===== config.mk =====
export PLATFORM = sky130hd
export DESIGN_NAME = mem_arbiter
export DESIGN_NICKNAME = d
export VERILOG_FILES = /design/src/rtl/mem_arbiter.sv
export SDC_FILE = /design/constraint.sdc
export NUM_CORES = 1
export LEC_CHECK = 0
export BUFFER_PORTS_ARGS = -buffer_cell sky130_fd_sc_hd__buf_2
export CORE_MARGIN = 4
export CORE_UTILIZATION = 45
export DETAILED_ROUTE_END_ITERATION = 16
export GPL_TIMING_DRIVEN = 0
export PLACE_DENSITY = 0.86
export SYNTH_ARGS = -nofsm -noshare
export SYNTH_HDL_FRONTEND = slang
export SYNTH_SLANG_ARGS = --single-unit

===== constraint.sdc =====
create_clock -name clk -period 1.8 [get_ports clk]
set_input_delay 0.09 -clock clk [delete_from_list [all_inputs] [get_ports clk]]
set_output_delay 0.09 -clock clk [all_outputs]
set_load 0.02 [all_outputs]

===== src/rtl/mem_arbiter.sv =====
// Two-port arbiter/sequencer for the 32x8 single-port memory (CPU = port 0, loader = port 1).
// Define MEM_ARB_RR_EN for round-robin on ties; otherwise port 0 has fixed priority.

module mem_arb_rsp #(
  parameter int DWIDTH = 8
) (
  input  logic              clk,
  input  logic              rst_,
  input  logic              capt,
  input  logic [DWIDTH-1:0] din,
  output logic              rvalid,
  output logic [DWIDTH-1:0] rdata
);
  always_ff @(posedge clk or negedge rst_) begin
    if (!rst_) begin
      rvalid <= 1'b0;
      rdata  <= '0;
    end else begin
      rvalid <= capt;
      if (capt) rdata <= din;
    end
  end
endmodule

module mem_arbiter #(
  parameter int AWIDTH = 5,
  parameter int DWIDTH = 8
) (
  input  logic              clk,
  input  logic              rst_,
  input  logic              req0,
  input  logic              req1,
  input  logic              we0,
  input  logic              we1,
  input  logic [AWIDTH-1:0] addr0,
  input  logic [AWIDTH-1:0] addr1,
  input  logic [DWIDTH-1:0] wdata0,
  input  logic [DWIDTH-1:0] wdata1,
  output logic              gnt0,
  output logic              gnt1,
  output logic              rvalid0,
  output logic              rvalid1,
  output logic [DWIDTH-1:0] rdata0,
  output logic [DWIDTH-1:0] rdata1,
  output logic              busy,
  output logic              mem_read,
  output logic              mem_write,
  output logic [AWIDTH-1:0] mem_addr,
  output logic [DWIDTH-1:0] mem_din,
  input  logic [DWIDTH-1:0] mem_dout
);
  typedef enum logic [1:0] {IDLE, RD_ISSUE, RD_CAPT, WR_ISSUE} state_t;

  typedef struct packed {
    logic              we;
    logic [AWIDTH-1:0] addr;
    logic [DWIDTH-1:0] wdata;
  } req_t;

  state_t              state;
  req_t   [1:0]        rq;
  logic   [1:0]        gnt;
  logic   [1:0]        capt;
  logic   [1:0]        rvalid;
  logic   [1:0][DWIDTH-1:0] rdata;
  logic                last;
  logic                win;
  logic                sel;
  logic                tie_sel;

  assign rq[0] = {we0, addr0, wdata0};
  assign rq[1] = {we1, addr1, wdata1};

`ifdef MEM_ARB_RR_EN
  assign tie_sel = ~last;
`else
  // last is still tracked so both builds share one FSM; only RR consumes it.
  logic unused_last;
  assign unused_last = last;
  assign tie_sel     = 1'b0;
`endif

  always_comb begin
    sel = 1'b0;
    if (req1 && !req0)     sel = 1'b1;
    else if (req1 && req0) sel = tie_sel;
  end

  always_ff @(posedge clk or negedge rst_) begin
    if (!rst_) begin
      state     <= IDLE;
      last      <= 1'b1;
      win       <= 1'b0;
      gnt       <= 2'b00;
      mem_read  <= 1'b0;
      mem_write <= 1'b0;
      mem_addr  <= '0;
      mem_din   <= '0;
    end else begin
      case (state)
        IDLE: begin
          if (req0 || req1) begin
            gnt      <= sel ? 2'b10 : 2'b01;
            win      <= sel;
            last     <= sel;
            mem_addr <= rq[sel].addr;
            mem_din  <= rq[sel].wdata;
            if (rq[sel].we) begin
              mem_write <= 1'b1;
              state     <= WR_ISSUE;
            end else begin
              mem_read <= 1'b1;
              state    <= RD_ISSUE;
            end
          end
        end
        RD_ISSUE: begin
          mem_read <= 1'b0;
          gnt      <= 2'b00;
          state    <= RD_CAPT;
        end
        // mem_dout is valid here because the memory registered it on the RD_ISSUE edge.
        RD_CAPT: state <= IDLE;
        WR_ISSUE: begin
          mem_write <= 1'b0;
          gnt       <= 2'b00;
          state     <= IDLE;
        end
        default: state <= IDLE;
      endcase
    end
  end

  assign capt = (state == RD_CAPT) ? (win ? 2'b10 : 2'b01) : 2'b00;

  for (genvar p = 0; p < 2; p++) begin : g_rsp
    mem_arb_rsp #(.DWIDTH(DWIDTH)) u_rsp (
      .clk    (clk),
      .rst_   (rst_),
      .capt   (capt[p]),
      .din    (mem_dout),
      .rvalid (rvalid[p]),
      .rdata  (rdata[p])
    );
  end

  assign gnt0    = gnt[0];
  assign gnt1    = gnt[1];
  assign rvalid0 = rvalid[0];
  assign rvalid1 = rvalid[1];
  assign rdata0  = rdata[0];
  assign rdata1  = rdata[1];
  assign busy    = (state != IDLE);
endmodule


## Yosys cells after proc, flatten, opt, wreduce, memory -nomap -nowiden

Index checks and enable logic that the tools add are counted.

- Logic and storage cells: 49
- Bits in registers: 38
- Bits of input ports: 40

- Order comparisons: 1
- Reduce and logical (&&, ||, !) cells: 14
- Eq/ne operators: 6
- Multiplexer cells: 17

Operators by type and width:

| operator | number |
|---|---|
| $mux 14 | 2 |
| $mux 2 | 6 |
| $reduce_bool 2->1 | 4 |
| $ne 2x2->1 const B | 3 |
| $pmux 2 s3 | 1 |
| $reduce_and 3->1 | 2 |
| $mux 1 | 5 |
| $eq 2x2->1 const B | 2 |
| $pmux 1 s2 | 2 |
| $pmux 2 s2 | 1 |
| $reduce_and 2->1 | 2 |
| $reduce_or 2->1 | 2 |
| $eq 2x1->1 const B | 1 |
| $logic_not 2->1 | 1 |
| $lt 1x2->1 const B | 1 |
| $logic_and 1x1->1 | 1 |
| $logic_not 1->1 | 1 |
| $logic_or 1x1->1 | 1 |

## Logic depth before layout (Yosys ltp)

- Word-level depth: 8
- Depth in mapped cells: 5

## Hierarchy

A second synthesis with hierarchy kept.

- Cells, all modules: 110
- Area, all modules: 1,745.4 µm²

Modules (own cells, without submodules):

| module | times used | area an instance (µm²) | seq. area each (µm²) | cells each |
|---|---|---|---|---|
| mem_arbiter | 1 | 1,032.2 | 500.5 | 74 |
| mem_arb_rsp | 2 | 356.6 | 225.2 | 18 |

## Worst setup path after synthesis

OpenSTA, ideal clock, no wires.

- Path type: reg2reg
- Start: reg state[0]
- End: reg mem_addr[0]
- Slack: 0.292 ns
- Setup time: 0.125 ns
- Arrival time: 1.383 ns
- Stages on the path, launching flop included: 6
- Path buffers: 2
- Path through: dfrtp_1 > buf_2 > nor2_2 > o21a_1 > buf_4 > mux2_2

- Longest elaborated chain between the ends: 2

RTL lines:

| element | RTL line | text |
|---|---|---|
| from (decl) | 60 | `state_t state;` |
| from (signal assigned) | 91 | `state <= IDLE;` |
| from (signal assigned) | 110 | `state <= WR_ISSUE;` |
| from (signal assigned) | 113 | `state <= RD_ISSUE;` |
| $logic_not 2->1 | 100 | `case (state)` |
| $reduce_and 2->1 (no line) | - |  |
| to (signal assigned) | 106 | `mem_addr <= rq[sel].addr;` |
| to (decl) | 48 | `output logic [AWIDTH-1:0] mem_addr,` |

Every way passes these cells.
A chain may end at the register's enable or synchronous reset.

## Final worst setup path

- Start: reg state[0]
- End: reg mem_din[6]

- Longest elaborated chain between the ends: 2

RTL lines:

| element | RTL line | text |
|---|---|---|
| $logic_not 2->1 | 100 |  |
| $reduce_and 2->1 (no line) | - |  |
| to (signal assigned) | 107 | `mem_din <= rq[sel].wdata;` |
| to (decl) | 49 | `output logic [DWIDTH-1:0] mem_din,` |

Every way passes these cells.

==> reports/qor.csv <==
stage;metric;value;unit
worst_setup_path;critical-path maximum fanout;10;
clock_network;Clock Latency Late Sink;0.34;ns
timing;Slew HR;46.48;%
synthesis;net count after synthesis;149;
global_route;GRT Total Usage;17.30;%
synthesis;yosys warns;0;
timing;Fin Hold WS;0.1019;ns
job;max cap viols;0;
timing;period utilization;92.96;%
cells_and_area;n_diodes;0;
timing;unrepaired setup endpoints after global routing;false;
global_route;antenna violations before repair;0;
pwr;Pwr Total;3814;uW
cells_and_area;Fillers;274;
clock_network;clock root cell;clkbuf_4;
clock_network;Setup Fix Bufs, Post-CTS;0;
detailed_routing;Vias;1178;
worst_hold_path;Hold Crit Class;in2reg;
worst_setup_path;R2R Setup Slk;0.13;ns
die;num rows;21;
timing;Slew Viols, Final;0;
place;Placed Instances;230;
die;Die W;67.91;um
die;Initial Util;47.66;%
synthesis;Distinct cells, synth;23;
worst_setup_path;WP data arrival;1.90;ns
timing;Least-Margin Pin Slew;0.8029;ns
cells_and_area;Final nets;241;
pwr;Cell Pwr Density;1727;nW/um2
synthesis;Synth async-reset ratio;100.0;%
pwr;Worst VDD drop;0.0009013;V
worst_setup_path;CP cell instances;buf_2, nor2_2, o21a_1, buf_4, mux2_2;
detailed_routing;post-route ant nets;0;
timing;clk_skew;0.007651;ns
worst_setup_path;Top delay family on crit path;buffers and inverters;
timing;Period minus WS final;1.673;ns
synthesis;post-synthesis sequential element count;38;
worst_setup_path;Critical Path RT;2.03;ns
clock_network;CTS Buffer Depth;2;
synthesis;Post-Synthesis Cells;109;
pwr;Leak;0.001085;uW
detailed_routing;Routed WL;3.467;mm
timing;final hold viol count;0;
worst_setup_path;slowest CP cell;dfrtp_1;
clock_network;clock sink count;38;
cells_and_area;Finished Layout Cells;248;
place;Post-DP Area;2048;um2
synthesis;number of synthesized flops with an enable pin;0;
worst_setup_path;Crit Path Class;reg2reg;
status;outcome;finished, final reports clean;
die;io pins;76;
die;die area;4612;um2
cells_and_area;final instance area;2208;um2
die;Die Y-Extent;67.91;um
cells_and_area;share of layout cells above drive strength 1;65.35;%
clock_network;Reg clk slew, reported paths;0.10;ns
detailed_routing;DR WL/cell;13.98;um
worst_setup_path;crit end category;flip-flop;
synthesis;Mean Syn Cell Area;14.82;um2
timing;TNS Setup;0;ns
place;PortBufs;75;
detailed_routing;TritonRoute pass-1 iters;4;
worst_setup_path;CP Launch Type;flip-flop;
cells_and_area;Syn-to-layout area delta;36.72;%
timing;maximum clock frequency;597.6;MHz
die;core area;3390;um2
detailed_routing;DR iter-0 viols;49;
worst_setup_path;worst path buffer plus inverter count;2;
global_route;Congestion Overflow GR;0;
global_route;first-pass GRT wire length;5.740;mm
global_route;vias in the first global route;1225;
synthesis;Post-Syn Area;1615;um2
synthesis;Post-synth top flop;dfrtp_1;
clock_network;CTS tree;yes;
detailed_routing;DRC Markers;0;
timing;final setup vio count;0;
worst_setup_path;crit-path max cell delay;0.36;ns
clock_network;CTS buffer count;5;
clock_network;H-tree depth;2;
place;post-DP HPWL;2.549;mm
synthesis;sequential share of the synthesized area;58.87;%
global_route;largest net degree at the start of global routing;39;
place;routability cong.;0.6880;
detailed_routing;vias per inst;4.750;
-- cell usage after synthesis, types with 2 or more instances --
library cell | n | area [um2]
mux2_2 | 42 | 473.0
dfrtp_1 | 38 | 950.9
a21oi_1 | 5 | 25.02
inv_1 | 2 | 7.510
nand2_1 | 2 | 7.510
nand2b_1 | 2 | 12.51
o21a_1 | 2 | 15.01
-- final cells by class --
type                    instances  area, um2  share of cell area (%)
flip-flops and latches         38      950.9                   43.06
multi-input cells              65      629.4                   28.50
repair buffers                 85      475.5                   21.53
well taps                      46      57.56                   2.606
clock buffers                   7      55.05                   2.493
plain buffers                   3      23.77                   1.076
inverters                       3      11.26                  0.5099
clock inverters                 1      5.005                  0.2266
-- metal layers --
metal	vias to the layer above	global-route usage, %	share of wire (%)	routed length, um
met3	8	5.090	4.8	166
met4	0	5.955	1.8	61
met5	-	0	0	0
met2	28	30.98	56	1951
li1	573	-	-	-
met1	569	19.57	37	1287
-- layout by cell type, fill, tap and decap left out --
cell type	instances
or3b_2	1
clkbuf_8	1
mux2_2	42
a2bb2oi_1	1
clkinv_2	1
a21oi_1	5
o21ai_0	1
nor2_1	1
a21o_1	1
clkbuf_1	1
nand3b_1	1
buf_4	1
nor2_2	1
nor3_4	1
dlygate4sd3_1	10
nand2b_4	1
nor2b_1	1
a21boi_0	1
nand2_1	2
inv_1	2
nand2b_1	2
inv_2	1
clkbuf_4	5
buf_6	1
o21a_1	2
buf_2	76
dfrtp_1	38
nor3_1	1
-- registers in the layout, summed over array words and instances (netlist names) --
register,count
win,1
g_rsp.u_rsp.rdata,16
mem_din,8
gnt,2
state,2
mem_read,1
mem_write,1
mem_addr,5
g_rsp.u_rsp.rvalid,2
-- path summary, 6_finish.rpt --
| kind | start | end | cells past startpoint |
|---|---|---|---|
| max | state[0] | mem_din[6] | 5 |
| max reg2reg | state[0] | mem_din[6] | 5 |
| max in group asynchronous | rst_ | mem_din[2] | 2 |
| min reg2reg | mem_din[2] | mem_din[2] | 1 |
| min in group asynchronous | rst_ | g_rsp[0].u_rsp.rdata[6] | 2 |
| min | addr0[1] | mem_addr[1] | 3 |
-- metrics by stage --
stage               worst slack, ns  utilization (%)
finish                       0.1267            65.15
detailed placement           0.1194            60.43
CTS                          0.1022            65.15
global route               0.002307            65.15
floorplan                    0.2924                -
global placement             0.1412            60.43
-- what timing repair did --
action	4_1_cts	5_1_grt
hold buffers	10	0
endpoints found under the hold margin	54	0
gates resized for setup	0	0
-- where the power goes --
| part | internal, uW | switching [uW] | total, uW |
|---|---|---|---|
| logic | 822 | 1040 | 1860 |
| clock network | 189 | 265 | 454 |
| registers | 1280 | 213 | 1500 |
-- cell families (layout without fill, tap and decap cells) --
logic type             after synthesis  count (layout)  share of synthesized area [%]
AO/OA/AOI/OAI                       11              11                          4.260
buffers and inverters                6              99                          2.169
flip-flops                          38              38                          58.87
multiplexers                        42              42                          29.28
AND/OR/NAND/NOR                     12              12                          5.423
-- tightest hold or removal path: cells and delay by family --
kind | cells | cell delay [ns]
mux | 2 | 0.25
buf+inv | 1 | 0.07
Power figures use the tool's default switching activity.
